--- config.mk ---
export PLATFORM = sky130hd
export DESIGN_NAME = scp_inst_encoder
export DESIGN_NICKNAME = d
export VERILOG_FILES = /design/src/rtl/scp_pkg.sv /design/src/rtl/scp_inst_pack.sv /design/src/rtl/scp_inst_encoder.sv
export SDC_FILE = /design/constraint.sdc
export NUM_CORES = 1
export LEC_CHECK = 0
export ABC_CLOCK_PERIOD_IN_PS = 5700
export CAP_MARGIN = 15
export CORE_MARGIN = 3
export CORE_UTILIZATION = 50
export DETAILED_ROUTE_END_ITERATION = 8
export DONT_BUFFER_PORTS = 1
export PLACE_DENSITY_LB_ADDON = 0.25
export REMOVE_ABC_BUFFERS = 1
export SLEW_MARGIN = 20
export SYNTH_ARGS = -nofsm -noshare
export SYNTH_HDL_FRONTEND = slang
export SYNTH_SLANG_ARGS = --single-unit
--- constraint.sdc ---
create_clock -name clk -period 5.7 [get_ports clk]
set_input_delay 0.57 -clock clk [delete_from_list [all_inputs] [get_ports clk]]
set_output_delay 0.57 -clock clk [all_outputs]
set_load 0.05 [all_outputs]
--- src/rtl/scp_pkg.sv ---
// Shared definitions for the SCP instruction encoder: opcodes, command kinds, FSM states.
package scp_pkg;

    // Primary opcode field values (instruction bits [31:26])
    localparam logic [5:0] OpRtype = 6'b000000;
    localparam logic [5:0] OpLw    = 6'b100011;
    localparam logic [5:0] OpSw    = 6'b101011;
    localparam logic [5:0] OpBeq   = 6'b000100;
    localparam logic [5:0] OpBneq  = 6'b000101;
    localparam logic [5:0] OpBgtz  = 6'b000111;
    localparam logic [5:0] OpAddi  = 6'b001000;

    typedef enum logic [2:0] {
        KindRtype   = 3'd0,
        KindLw      = 3'd1,
        KindSw      = 3'd2,
        KindBeq     = 3'd3,
        KindBneq    = 3'd4,
        KindBgtz    = 3'd5,
        KindAddi    = 3'd6,
        KindIllegal = 3'd7
    } cmd_kind_e;

    typedef enum logic [1:0] {
        StIdle = 2'd0,
        StLoad = 2'd1,
        StDone = 2'd2
    } scp_state_e;

endpackage

--- src/rtl/scp_inst_pack.sv ---
// Combinational instruction packer: command kind and fields in, 32-bit word out.
module scp_inst_pack
    import scp_pkg::*;
(
    input  cmd_kind_e   kind_i,
    input  logic [4:0]  rs_i,
    input  logic [4:0]  rt_i,
    input  logic [4:0]  rd_i,
    input  logic [5:0]  func_i,
    input  logic [15:0] imm_i,
    output logic [31:0] word_o,
    output logic        illegal_o
);

    // Select the instruction format and opcode for the command kind
    always_comb begin
        word_o    = '0;
        illegal_o = 1'b0;
        case (kind_i)
            KindRtype:   word_o = {OpRtype, rs_i, rt_i, rd_i, 5'b00000, func_i};
            KindLw:      word_o = {OpLw, rs_i, rt_i, imm_i};
            KindSw:      word_o = {OpSw, rs_i, rt_i, imm_i};
            KindBeq:     word_o = {OpBeq, rs_i, rt_i, imm_i};
            KindBneq:    word_o = {OpBneq, rs_i, rt_i, imm_i};
            // bgtz compares rs against zero only, so rt is architecturally zero
            KindBgtz:    word_o = {OpBgtz, rs_i, 5'b00000, imm_i};
            KindAddi:    word_o = {OpAddi, rs_i, rt_i, imm_i};
            KindIllegal: illegal_o = 1'b1;
            default:     illegal_o = 1'b1;
        endcase
    end

endmodule

--- src/rtl/scp_inst_encoder.sv ---
// Instruction encoder: accepts decoded commands and writes encoded words to instruction memory.
// Optional feature: define SCP_ENC_CHECKSUM_EN to keep a running XOR of written words.
module scp_inst_encoder
    import scp_pkg::*;
#(
    parameter logic [31:0] BASE_ADDR = 32'h0000_0000,
    parameter int unsigned MAX_WORDS = 1024
) (
    input  logic        clk,
    input  logic        reset,
    input  logic        start,
    input  logic        cmd_valid,
    output logic        cmd_ready,
    input  logic [2:0]  cmd_kind,
    input  logic [4:0]  cmd_rs,
    input  logic [4:0]  cmd_rt,
    input  logic [4:0]  cmd_rd,
    input  logic [5:0]  cmd_func,
    input  logic [15:0] cmd_imm,
    input  logic        cmd_last,
    output logic        imem_we,
    output logic [31:0] imem_addr,
    output logic [31:0] imem_wdata,
    output logic        busy,
    output logic        done,
    output logic [10:0] count,
    output logic        err_illegal,
    output logic        err_overflow,
    output logic [31:0] checksum
);

    scp_state_e  state_q;
    logic        we_q;
    logic [31:0] addr_q;
    logic [31:0] wdata_q;
    logic [10:0] count_q;
    logic        err_ill_q;
    logic        err_ovf_q;

    logic [31:0] enc_word;
    logic        enc_illegal;
    logic [31:0] inflight;
    logic        accept;

    scp_inst_pack u_pack (
        .kind_i    (cmd_kind_e'(cmd_kind)),
        .rs_i      (cmd_rs),
        .rt_i      (cmd_rt),
        .rd_i      (cmd_rd),
        .func_i    (cmd_func),
        .imm_i     (cmd_imm),
        .word_o    (enc_word),
        .illegal_o (enc_illegal)
    );

    // Words written plus a write still pending; keeps back-to-back accepts within MAX_WORDS
    assign inflight  = 32'(count_q) + 32'(we_q);
    assign cmd_ready = (state_q == StLoad) && (inflight < MAX_WORDS);
    assign accept    = cmd_valid && cmd_ready;

    // Session FSM plus the registered write port, counters and sticky error flags
    always_ff @(posedge clk) begin
        if (reset) begin
            state_q   <= StIdle;
            we_q      <= 1'b0;
            addr_q    <= BASE_ADDR;
            wdata_q   <= '0;
            count_q   <= '0;
            err_ill_q <= 1'b0;
            err_ovf_q <= 1'b0;
        end else begin
            we_q <= accept;
            if (accept) begin
                wdata_q <= enc_word;
                if (enc_illegal) begin
                    err_ill_q <= 1'b1;
                end
            end
            // A write completes this cycle: step to the next word slot
            if (we_q) begin
                addr_q  <= addr_q + 32'd4;
                count_q <= count_q + 11'd1;
            end
            case (state_q)
                StIdle, StDone: begin
                    if (start) begin
                        state_q   <= StLoad;
                        addr_q    <= BASE_ADDR;
                        count_q   <= '0;
                        err_ill_q <= 1'b0;
                        err_ovf_q <= 1'b0;
                    end
                end
                StLoad: begin
                    if (accept && cmd_last) begin
                        state_q <= StDone;
                    end else if (we_q && (32'(count_q) + 32'd1 == MAX_WORDS)) begin
                        state_q   <= StDone;
                        err_ovf_q <= 1'b1;
                    end
                end
                default: state_q <= StIdle;
            endcase
        end
    end

    // Reset also masks a write already in flight so nothing reaches memory
    assign imem_we      = we_q && !reset;
    assign imem_addr    = addr_q;
    assign imem_wdata   = wdata_q;
    assign busy         = (state_q == StLoad);
    assign done         = (state_q == StDone);
    assign count        = count_q;
    assign err_illegal  = err_ill_q;
    assign err_overflow = err_ovf_q;

`ifdef SCP_ENC_CHECKSUM_EN
    logic [31:0] checksum_q;

    // Running XOR of every word written this session
    always_ff @(posedge clk) begin
        if (reset) begin
            checksum_q <= '0;
        end else if (start && (state_q != StLoad)) begin
            checksum_q <= '0;
        end else if (we_q) begin
            checksum_q <= checksum_q ^ wdata_q;
        end
    end

    assign checksum = checksum_q;
`else
    assign checksum = '0;
`endif

endmodule

==> summary.txt <==
Route
  – Vias: 3129
  – Routed wire length: 8.91 mm
  – 1st-iter DRT viols: 96
  – DRC: 0
  – Number of routed nets with antenna violations: 0
  – TritonRoute pass-1 iters: 4
  – Drt wl/cell: 15.7 µm
  – Vias per inst: 5.52

Critical path
  – Reg-to-reg endpoint: imem_wdata[31]$_SDFFE_PP0P_
  – Crit path from: state_q[0]$_SDFFE_PP0P_
  – Crit path to: cmd_ready
  – R2R depth: 5
  – Critical path endpoint category: output pin
  – FF-to-FF Start: state_q[0]$_SDFFE_PP0P_
  – CP cell instances: nor2b_1 > nand2b_1 > nor2_1
  – Reg2reg setup slack: 2.80 ns
  – Kind of critical path: register to output pin
  – CP required: 5.13 ns
  – Slowest stage delay, CP: 0.88 ns
  – Slowest stage cell, crit path: nor2b_1
  – Arr. time, crit path: 2.43 ns
  – CP Launch Type: register
  – Critical path fanouts, max: 5

STA
  – Fin crit period: 3.00 ns
  – Final Setup Violations: 0
  – Fin Setup TNS: 0 ns
  – Period utilization: 0.526
  – Worst clock skew: 0.0125 ns
  – Max Slew Vio Count: 0
  – Final WS setup: 2.70 ns
  – Max Fclk: 333 MHz
  – RSZ-0062 raised after global routing: false
  – Final Hold Vio Count: 0
  – Worst-margin pin slew: 1.12 ns
  – Max-Slew Margin vs Limit: 0.251
  – Hold_ws: 0.294 ns

Synthesis
  – Top cells by count, synth: 77 x dfxtp_1, 72 x nand2_1, 52 x nor2_1
  – Unique masters post-synth: 44
  – Yosys top cell area share: 0.399
  – Yosys reg bits: 77
  – EDFF count, synth: 0
  – Mapped cell area: 3870 µm²
  – Post-synthesis sequential area ratio: 0.399
  – Mean Syn Cell Area: 8.02 µm²
  – Warnings from Yosys: 0
  – Async SR Flop Fraction: 0
  – Most common cell in the netlist: dfxtp_1
  – Mapped Cells: 482
  – Top cells by area, synth: dfxtp_1 40%, buf_4 7.6%, nand2_1 7.0%, a21oi_1 6.3%, xor2_1 5.2%
  – Synth area leader: dfxtp_1
  – Top_reg_cell synth: dfxtp_1

Die
  – Core Area: 7370 µm²
  – Die area: 8820 µm²
  – Chip Height: 93.9 µm
  – Initial Utilization: 0.525
  – Die X: 93.9 µm
  – Cell Rows: 31
  – I/O pin total: 158

Clocking
  – Num CTS Buffers: 9
  – TritonCTS clock tree: built
  – Clock sinks: 77
  – CTS Buffer Depth: 2
  – Post-CTS Setup Bufs: 0
  – Hold_buf cts: 0
  – CTS resizes: 0
  – Clock latency on the worst-skew pair: 0.34 ns
  – Max H-tree Level: 3
  – Reg clk slew, reported paths: 0.08 ns
  – Root Driver: clkbuf_8

Placement
  – HPWL Detailed: 6.29 mm
  – Placer congestion estimate: 0.733
  – Port Buf Inserts: 0
  – Worst slack at placement: 2.79 ns

Global route
  – First-pass GRT wire length: 13.7 mm
  – Initial antenna violation count: 0
  – Total gr overflow: 0
  – Total Routing Usage GR: 0.196
  – Vias in the first global route: 2829
  – Largest net degree at the start of global routing: 38

Hold path
  – Worst hold path class: primary input to register

Power and ir drop
  – Pleak: 1.44 nW
  – Worst vdd ir: 0.138 mV
  – Power per cell area: 291 nW/µm²

Run status
  – Status: finished, final reports clean

Flow run
  – Max_cap viols: 0

Finish
  – Layout Nets: 513
  – Layout fillers: 726
  – # diodes: 0
  – Layout cells sized above 1: 0.0577
  – Area Overhead vs Synth: 1.97%
worst max-delay path: cells and delay by family (launching register included):
family	cells	cell delay, ns
simple gates	3	1.75
flops	1	0.34
logic make-up after synthesis:
| family | Yosys count | synth area share |
|---|---|---|
| buffers and inverters | 69 | 0.107 |
| XOR/XNOR | 33 | 0.0748 |
| multiplexers | 4 | 0.0104 |
| flip-flops | 77 | 0.399 |
| AO/OA/AOI/OAI | 84 | 0.122 |
| AND/OR/NAND/NOR | 210 | 0.273 |
| adder cells (fa/ha/maj) | 4 | 0.0129 |
| other | 1 | 0.000970 |
worst min-delay path by stage:
| stage | start | endpoint | slack [ns] | cells past startpoint |
|---|---|---|---|---|
| after global routing | reset | imem_wdata[22]$_SDFFE_PP0P_ | 0.27 | 1 |
| after floorplan | state_q[0]$_SDFFE_PP0P_ | state_q[0]$_SDFFE_PP0P_ | 0.52 | 2 |
| after detailed placement | state_q[0]$_SDFFE_PP0P_ | state_q[0]$_SDFFE_PP0P_ | 0.55 | 2 |
| after CTS | reset | imem_wdata[17]$_SDFFE_PP0P_ | 0.27 | 1 |
| final | reset | imem_wdata[22]$_SDFFE_PP0P_ | 0.29 | 1 |
| after global placement | state_q[0]$_SDFFE_PP0P_ | state_q[0]$_SDFFE_PP0P_ | 0.55 | 2 |
through the flow:
stage	cell area (µm²)	instances	power (mW)	utilization
after detailed placement	3730	552	0.718	0.506
after global placement	3730	552	0.717	0.506
after floorplan	3600	452	0.702	-
after CTS	3940	567	1.16	0.535
after global routing	3940	567	1.20	0.535
final	3940	567	1.15	0.535
flip-flops by register name (all words and copies together) (netlist names):
| register | count |
|---|---|
| count | 11 |
| we_q | 1 |
| err_overflow | 1 |
| state_q | 2 |
| imem_addr | 30 |
| err_illegal | 1 |
| imem_wdata | 31 |
layer usage:
layer	global-route usage	vias up	routed length [µm]
li1	-	1532	-
met1	0.235	1472	3710
met2	0.323	114	4230
met3	0.0657	11	822
met4	0.0782	0	153
met5	0	-	0
cell usage in the layout, fill, tap and decap left out, types with 2 or more instances in the layout:
cell type,netlist,layout
dfxtp_1,77,77
nand2_1,72,72
nor2_1,52,52
a21oi_1,49,49
conb_1,1,35
nand3_1,25,25
xor2_1,23,23
nand4_1,14,14
o21ai_0,11,11
or3_1,11,11
o22ai_1,11,11
xnor2_1,10,10
clkbuf_8,0,9
and3_1,6,6
nor2b_1,6,6
inv_1,5,5
nor3_1,4,4
mux2i_1,4,4
ha_1,4,4
nand2b_1,3,3
o31a_1,3,3
nand4_2,2,2
nor3_2,2,2
and2_1,3,2
a31oi_1,2,2
nor3b_1,2,2
nand4_4,2,2
bufinv_16,0,2
clkinv_2,0,2
cell type report:
| type | instances | area, µm² | area share |
|---|---|---|---|
| Multi-Input combinational cell | 370 | 2040 | 0.518 |
| Clock buffer | 9 | 124 | 0.0314 |
| Clock inverter | 6 | 86.3 | 0.0219 |
| Tap cell | 99 | 124 | 0.0314 |
| Sequential cell | 77 | 1540 | 0.391 |
| Inverter | 5 | 18.8 | 0.00476 |
| Timing Repair Buffer | 1 | 7.51 | 0.00190 |
power breakdown:
group	internal (mW)	switching, mW	total (mW)
Sequential	0.548	0.0435	0.592
Clock	0.244	0.199	0.443
Combinational	0.0203	0.0933	0.114
Total	0.813	0.336	1.15
No activity file was read; power rests on OpenSTA's default activity.
